**config.mk**
```make
export PLATFORM = sky130hd
export DESIGN_NAME = a2d_rr_scheduler
export DESIGN_NICKNAME = d
export VERILOG_FILES = /design/src/rtl/segway_a2d_pkg.sv /design/src/rtl/a2d_watchdog.sv /design/src/rtl/a2d_rr_scheduler.sv
export SDC_FILE = /design/constraint.sdc
export NUM_CORES = 1
export LEC_CHECK = 0
export BUFFER_PORTS_ARGS = -buffer_cell sky130_fd_sc_hd__buf_2
export CORE_MARGIN = 2
export CORE_UTILIZATION = 35
export CTS_CLUSTER_DIAMETER = 80
export CTS_CLUSTER_SIZE = 16
export DETAILED_ROUTE_END_ITERATION = 16
export GPL_ROUTABILITY_DRIVEN = 0
export MAX_ROUTING_LAYER = met4
export SLEW_MARGIN = 10
export SYNTH_ARGS = -nofsm -noshare
export SYNTH_HDL_FRONTEND = slang
export SYNTH_SLANG_ARGS = --single-unit
```
**constraint.sdc**
```tcl
create_clock -name clk -period 1.8 [get_ports clk]
set_input_delay 0.09 -clock clk [delete_from_list [all_inputs] [get_ports clk]]
set_output_delay 0.09 -clock clk [all_outputs]
set_load 0.02 [all_outputs]
```
**src/rtl/segway_a2d_pkg.sv**
```systemverilog
// Shared types and constants for the round-robin A2D scheduler:
// FSM states, channel map and SPI command word layout.
package segway_a2d_pkg;

    localparam int unsigned PTR_W  = 2;
    localparam int unsigned CH_W   = 3;
    localparam int unsigned RES_W  = 12;
    localparam int unsigned WORD_W = 16;
    localparam int unsigned CNT_W  = 16;

    localparam logic [CH_W-1:0] CH_LFT   = 3'd0;
    localparam logic [CH_W-1:0] CH_RGHT  = 3'd4;
    localparam logic [CH_W-1:0] CH_STEER = 3'd5;
    localparam logic [CH_W-1:0] CH_BATT  = 3'd6;

    typedef enum logic [1:0] {
        IDLE     = 2'd0,
        CMD_WAIT = 2'd1,
        GAP      = 2'd2,
        RD_WAIT  = 2'd3
    } a2d_state_t;

    typedef logic [PTR_W-1:0] rr_ptr_t;

    // A2D command word: {2'b00, channel, 11'h000}
    typedef struct packed {
        logic [1:0]      rsvd;
        logic [CH_W-1:0] ch;
        logic [10:0]     pad;
    } a2d_cmd_t;

    function automatic logic [CH_W-1:0] ptr_to_ch(input rr_ptr_t ptr);
        logic [CH_W-1:0] ch;
        case (ptr)
            2'd0:    ch = CH_LFT;
            2'd1:    ch = CH_RGHT;
            2'd2:    ch = CH_STEER;
            default: ch = CH_BATT;
        endcase
        return ch;
    endfunction

    function automatic a2d_cmd_t make_cmd(input logic [CH_W-1:0] ch);
        a2d_cmd_t cmd;
        cmd.rsvd = 2'b00;
        cmd.ch   = ch;
        cmd.pad  = 11'h000;
        return cmd;
    endfunction

endpackage

```
**src/rtl/a2d_watchdog.sv**
```systemverilog
// Loadable counter with terminal-count detect; counts up (timeout)
// or down (dead-gap) depending on COUNT_DOWN.
module a2d_watchdog
    import segway_a2d_pkg::*;
#(
    parameter bit COUNT_DOWN = 1'b0
) (
    input  logic             clk,
    input  logic             rst_n,
    input  logic             clr,
    input  logic             en,
    input  logic [CNT_W-1:0] load_val,
    input  logic [CNT_W-1:0] term,
    output logic             expired_c
);

    logic [CNT_W-1:0] cnt;

    // clr has priority so a restart always begins from load_val
    always_ff @(posedge clk or negedge rst_n) begin
        if (!rst_n) begin
            cnt <= '0;
        end else if (clr) begin
            cnt <= load_val;
        end else if (en) begin
            cnt <= COUNT_DOWN ? (cnt - CNT_W'(1)) : (cnt + CNT_W'(1));
        end
    end

    assign expired_c = (cnt == term);

endmodule

```
**src/rtl/a2d_rr_scheduler.sv**
```systemverilog
// Round-robin sequencer driving the shared SPI master: command transaction,
// dead gap, read transaction, result capture, with a done-timeout watchdog.
module a2d_rr_scheduler
    import segway_a2d_pkg::*;
#(
    parameter int unsigned DEAD_CYC    = 2,
    parameter int unsigned TIMEOUT_CYC = 65535
) (
    input  logic        clk,
    input  logic        RST_n,
    input  logic        nxt,
    input  logic        clr_err,
    output logic        wrt,
    output logic [15:0] wrt_data,
    input  logic        done,
    input  logic [15:0] rd_data,
    output logic [11:0] lft_ld,
    output logic [11:0] rght_ld,
    output logic [11:0] steer_pot,
    output logic [11:0] batt,
    output logic        busy,
    output logic        cnv_cmplt,
    output logic        timeout_err
);

    a2d_state_t        state_q, state_d;
    rr_ptr_t           ptr_q, ptr_d;
    logic              wrt_d, busy_d, cnv_d, err_d;
    logic [WORD_W-1:0] wrt_data_d;
    logic              ld_en_c, gap_load_c, to_clr_c;
    logic              gap_exp_c, to_exp_c;
    logic              unused_rd_hi;

    assign unused_rd_hi = ^rd_data[15:12];

    a2d_watchdog #(.COUNT_DOWN(1'b1)) u_gap (
        .clk       (clk),
        .rst_n     (RST_n),
        .clr       (gap_load_c),
        .en        (state_q == GAP),
        .load_val  (CNT_W'(DEAD_CYC)),
        .term      (CNT_W'(1)),
        .expired_c (gap_exp_c)
    );

    // Expires with TIMEOUT_CYC-1 counted so the abort lands TIMEOUT_CYC cycles after wrt
    a2d_watchdog #(.COUNT_DOWN(1'b0)) u_timeout (
        .clk       (clk),
        .rst_n     (RST_n),
        .clr       (to_clr_c),
        .en        ((state_q == CMD_WAIT) || (state_q == RD_WAIT)),
        .load_val  (CNT_W'(0)),
        .term      (CNT_W'(TIMEOUT_CYC - 1)),
        .expired_c (to_exp_c)
    );

    always_ff @(posedge clk or negedge RST_n) begin
        if (!RST_n) begin
            state_q     <= IDLE;
            ptr_q       <= '0;
            wrt         <= 1'b0;
            wrt_data    <= '0;
            busy        <= 1'b0;
            cnv_cmplt   <= 1'b0;
            timeout_err <= 1'b0;
        end else begin
            state_q     <= state_d;
            ptr_q       <= ptr_d;
            wrt         <= wrt_d;
            wrt_data    <= wrt_data_d;
            busy        <= busy_d;
            cnv_cmplt   <= cnv_d;
            timeout_err <= err_d;
        end
    end

    // done is checked before the watchdog so a late done still wins
    always_comb begin
        state_d    = state_q;
        ptr_d      = ptr_q;
        wrt_d      = 1'b0;
        wrt_data_d = wrt_data;
        busy_d     = busy;
        cnv_d      = 1'b0;
        err_d      = timeout_err & ~clr_err;
        ld_en_c    = 1'b0;
        gap_load_c = 1'b0;
        to_clr_c   = 1'b0;
        case (state_q)
            IDLE: begin
                if (nxt) begin
                    state_d    = CMD_WAIT;
                    wrt_d      = 1'b1;
                    wrt_data_d = make_cmd(ptr_to_ch(ptr_q));
                    busy_d     = 1'b1;
                    to_clr_c   = 1'b1;
                end
            end
            CMD_WAIT: begin
                if (done) begin
                    state_d    = GAP;
                    gap_load_c = 1'b1;
                end else if (to_exp_c) begin
                    state_d = IDLE;
                    busy_d  = 1'b0;
                    err_d   = 1'b1;
                end
            end
            GAP: begin
                if (gap_exp_c) begin
                    state_d    = RD_WAIT;
                    wrt_d      = 1'b1;
                    wrt_data_d = '0;
                    to_clr_c   = 1'b1;
                end
            end
            RD_WAIT: begin
                if (done) begin
                    state_d = IDLE;
                    busy_d  = 1'b0;
                    cnv_d   = 1'b1;
                    ld_en_c = 1'b1;
                    ptr_d   = ptr_q + PTR_W'(1);
                end else if (to_exp_c) begin
                    state_d = IDLE;
                    busy_d  = 1'b0;
                    err_d   = 1'b1;
                end
            end
            default: state_d = IDLE;
        endcase
    end

    always_ff @(posedge clk or negedge RST_n) begin
        if (!RST_n) begin
            lft_ld    <= '0;
            rght_ld   <= '0;
            steer_pot <= '0;
            batt      <= '0;
        end else if (ld_en_c) begin
            case (ptr_q)
                2'd0:    lft_ld    <= rd_data[RES_W-1:0];
                2'd1:    rght_ld   <= rd_data[RES_W-1:0];
                2'd2:    steer_pot <= rd_data[RES_W-1:0];
                default: batt      <= rd_data[RES_W-1:0];
            endcase
        end
    end

endmodule

```
==> metrics.txt <==
# TYPE chip_impl_metric gauge
chip_impl_info{name="timing_worst_setup_path_type",value="flip-flop to flip-flop"} 1
chip_impl_metric{name="wl",unit="µm"} 9370
chip_impl_metric{name="total_leakage_power",unit="nW"} 2.57
chip_impl_metric{name="drt_drc_violations_left",unit=""} 4
chip_impl_metric{name="synth_area_per_cell",unit="µm²"} 12.0
chip_impl_metric{name="final_util",unit="%"} 47.3
chip_impl_metric{name="final.fill_count",unit=""} 1052
chip_impl_metric{name="drt_iter0_drc",unit=""} 92
chip_impl_metric{name="wire_length_of_the_first_global_routing_pass",unit="µm"} 15400
chip_impl_metric{name="p_clk_share",unit="%"} 20.3
chip_impl_metric{name="grt_max_degree",unit=""} 36
chip_impl_metric{name="start_util",unit="%"} 36.2
chip_impl_metric{name="power.share.switching",unit="%"} 38.6
chip_impl_info{name="worst_path_dominant_cell_family",value="simple AND/OR/NAND/NOR gates"} 1
chip_impl_metric{name="num_vias",unit=""} 3023
chip_impl_metric{name="synth_cell_area",unit="mm²"} 0.00417
chip_impl_info{name="violated_checks",value="DRC, setup timing"} 1
chip_impl_metric{name="grt_pass1_vias",unit=""} 3134
chip_impl_metric{name="grt_antenna_before_repair",unit=""} 0
chip_impl_metric{name="finalSetupViolations",unit=""} 2
chip_impl_metric{name="synth_enable_flop_cells",unit=""} 0
chip_impl_metric{name="tritoncts.num_buffers",unit=""} 9
chip_impl_metric{name="insertedDiodeCount",unit=""} 0
chip_impl_metric{name="final_hold_viol_count",unit=""} 0
chip_impl_metric{name="drt_first_pass_iters",unit=""} 10
chip_impl_metric{name="report.final.slew_viol_count",unit=""} 0
chip_impl_metric{name="grt_usage",unit="%"} 15.6
chip_impl_info{name="grt_setup_unrepaired",value="yes"} 1
chip_impl_metric{name="synthesis.instances",unit=""} 348
chip_impl_metric{name="cts_max_path_buffers",unit=""} 2
chip_impl_metric{name="pwr-share-seq",unit="%"} 37.4
chip_impl_metric{name="worst_slack",unit="ns"} -0.0390
chip_impl_metric{name="cell_internal_pwr",unit="mW"} 5.53
chip_impl_metric{name="worst_ep_arrival_time",unit="ns"} 2.11
chip_impl_metric{name="max_slew_margin",unit="%"} 65.3
chip_impl_metric{name="drt-vias-per-instance",unit=""} 4.96
chip_impl_metric{name="pwr-share-comb",unit="%"} 42.4
chip_impl_metric{name="fmax",unit="MHz"} 544
chip_impl_metric{name="groute.layer.met3.usage",unit="%"} 6.11
chip_impl_metric{name="core-area",unit="mm²"} 0.0115
chip_impl_info{name="endpoint_type_of_the_worst_setup_path",value="flip-flop"} 1
chip_impl_metric{name="cts-htree-levels",unit=""} 3
chip_impl_metric{name="share_of_final_layout_standard_cells_stronger_than_drive_strength_1",unit="%"} 46.5
chip_impl_metric{name="die_area",unit="mm²"} 0.0128
chip_impl_metric{name="cp.required",unit="ns"} 2.07
chip_impl_metric{name="worst-path-buf-inv",unit=""} 1
chip_impl_metric{name="clk_transition_reported_paths",unit="ns"} 0.07
chip_impl_metric{name="placement_rows",unit=""} 39
chip_impl_metric{name="yosys_warnings",unit=""} 0
chip_impl_metric{name="nNetsFinal",unit=""} 493
chip_impl_info{name="run_status",value="finished with violations"} 1
chip_impl_metric{name="total_switching_power",unit="mW"} 3.48
chip_impl_metric{name="synth.yosys.seq_area_share",unit="%"} 54.6
chip_impl_info{name="crit_path_cell_trace",value="inv_2, ha_4, nor4b_4, and4_4, o2111ai_4, or3_4, a21oi_2"} 1
chip_impl_metric{name="timing.critical_path.fanout_max",unit=""} 4
chip_impl_info{name="startpoint_type",value="flip-flop"} 1
chip_impl_metric{name="place_worst_setup_slack",unit="ns"} -0.0814
chip_impl_metric{name="min_period_over_period",unit="%"} 102
chip_impl_metric{name="grt.overflow.total",unit=""} 0
chip_impl_info{name="cts_tree",value="yes"} 1
chip_impl_metric{name="timing.clock.skew",unit="ns"} 0.00779
chip_impl_metric{name="routed_wire_length_per_instance",unit="µm"} 15.4
chip_impl_metric{name="tightestPinTransition",unit="ns"} 0.520
chip_impl_metric{name="place.detailed.hpwl",unit="µm"} 6500
chip_impl_metric{name="netlist-cell-type-count",unit=""} 53
chip_impl_metric{name="die_height",unit="µm"} 113
chip_impl_info{name="busiest_layer",value="met2"} 1
chip_impl_metric{name="grt.met1_usage",unit="%"} 19.7
chip_impl_info{name="slowest_stage",value="sky130_fd_sc_hd__dfrtp_1"} 1
chip_impl_info{name="ys.flop_type",value="sky130_fd_sc_hd__dfrtp_1"} 1
chip_impl_metric{name="pin_count",unit=""} 89
chip_impl_metric{name="power.ir.vdd_worst",unit="mV"} 0.976
chip_impl_metric{name="area.growth.synth_to_final",unit="%"} 30.7
chip_impl_metric{name="worstSkewPairLatency",unit="ns"} 0.34
chip_impl_metric{name="tritoncts_num_sinks",unit=""} 91
chip_impl_info{name="root_cell_of_the_clock_tree",value="sky130_fd_sc_hd__clkbuf_16"} 1
chip_impl_metric{name="asyncSetResetFlopFracSynth",unit="%"} 100
chip_impl_metric{name="port_buffers",unit=""} 71
chip_impl_metric{name="cap_violations",unit=""} 0
chip_impl_metric{name="max_stage_delay",unit="ns"} 0.39
chip_impl_metric{name="grt_util_met2",unit="%"} 23.9
chip_impl_metric{name="final.min_clock_period",unit="ns"} 1.84
chip_impl_metric{name="power_density",unit="mW/mm²"} 1650
chip_impl_info{name="worstHoldPathType",value="input pin to flip-flop"} 1
chip_impl_metric{name="routed_antenna_nets",unit=""} 0
chip_impl_metric{name="ys_ff_latch",unit=""} 91
chip_impl_metric{name="die_w",unit="µm"} 113
[power groups by stage]
stage	logic, mW	clock network (mW)	registers, mW
after floorplan	1.61	0	4.02
after global placement	3.57	0	3.32
after detailed placement	3.63	0	3.36
after CTS	3.71	1.87	3.35
after global routing	4.15	1.97	3.47
final	3.82	1.83	3.37
[Yosys cell counts (all sizes together) (2+ instances only)]
cell type  count  area (µm²)
nor3           6        35.0
and4           2        20.0
or3            4        27.5
or4            3        22.5
and3           5        32.5
nor4           5        67.6
inv           11        41.3
and2           2        12.5
nand4          9        56.3
clkbuf         3        11.3
buf           23         161
o211ai         2        15.0
xnor2         10        87.6
nand3b         2        15.0
nand2         28         105
or2            2        12.5
nor2          19        73.8
dfrtp         91        2280
o31ai          3        22.5
xor2           8        70.1
o21ai         18        93.8
ha            10         125
mux2          48         541
nand3          9        45.0
a21oi          9        45.0
[per-stage QoR]
stage / TNS (ns) / total power [mW] / std cells / hold slack (ns) / area (µm²)
floorplan: 0 / 5.62 / 360 / -0.206 / 4220
global placement: -0.0505 / 6.89 / 587 / 0.0980 / 4940
detailed placement: -0.268 / 6.99 / 587 / 0.103 / 4940
CTS: -0.0857 / 8.93 / 607 / 0.00859 / 5300
global route: -0.912 / 9.59 / 610 / 0.0172 / 5450
finish: -0.0391 / 9.01 / 610 / 0.0145 / 5450
[routing by layer]
metal | vias to the layer above | part of all wire [%]
met2 | 88 | 46
met3 | 7 | 7.3
li1 | 1426 | -
met4 | 0 | 0.93
met1 | 1502 | 46
met5 | - | 0
[kinds of logic (layout without fill, tap and decap cells)]
group                      count (synthesis)  count (layout)  share of synthesized area, %
and+or+nand+nor                          101             101                          13.9
other                                      1              13                        0.0899
AOI/OAI and AO/OA                         41              41                          6.27
xor gates and xnor gates                  18              18                          3.78
adders and majority gates                 10              10                          3.00
DFF                                       91              91                          54.6
muxes                                     49              49                          13.2
buffers and inverters                     37             144                          5.13
[registers in the layout, summed over array words and instances (netlist names)]
register / count
batt: 12
busy: 1
cnv_cmplt: 1
lft_ld: 12
ptr_q: 2
rght_ld: 12
state_q: 2
steer_pot: 12
timeout_err: 1
u_gap.cnt: 16
u_timeout.cnt: 16
wrt: 1
wrt_data: 3
[path summary, 6_finish.rpt]
check,from,slack [ns],end,cells after the start
min in group asynchronous,RST_n,0.26,u_gap.cnt[1],2
max in group asynchronous,RST_n,0.93,lft_ld[6],3
worst min register to register,lft_ld[1],0.50,lft_ld[1],1
worst max-delay path,u_gap.cnt[1],-0.04,u_timeout.cnt[14],7
worst min-delay path,rd_data[11],0.01,rght_ld[11],2
worst max register to register,u_gap.cnt[1],-0.04,u_timeout.cnt[14],7
[repair_timing]
| item | 4_1_cts | 5_1_grt |
|---|---|---|
| endpoints found under the setup margin | 8 | 17 |
| pin swaps | 7 | 9 |
| hold buffers | 2 | 0 |
| hold endpoints to repair | 33 | 0 |
| gates cloned | 0 | 0 |
| resized for setup | 6 | 29 |
| buffers inserted | 2 | 3 |
[layout make-up]
cell class / instances / area, µm² / share of cell area, %
inverter: 11 / 41.3 / 0.758
clock inverter: 4 / 32.5 / 0.597
tap: 143 / 179 / 3.28
sequential: 91 / 2280 / 41.9
multi-input combinational: 232 / 1880 / 34.5
timing repair buffer: 117 / 778 / 14.3
clock buffer: 12 / 256 / 4.71
[cells in the final DEF, fill, tap and decap left out, types with 10 or more instances in the layout]
cell	instances
sky130_fd_sc_hd__buf_2	70
sky130_fd_sc_hd__buf_4	38
sky130_fd_sc_hd__conb_1	13
sky130_fd_sc_hd__dfrtp_1	87
sky130_fd_sc_hd__inv_1	10
sky130_fd_sc_hd__mux2_2	48
sky130_fd_sc_hd__nand2_1	28
sky130_fd_sc_hd__nor2_1	18
sky130_fd_sc_hd__o21ai_0	16
sky130_fd_sc_hd__xnor2_1	10
Power figures use the tool's default switching activity.
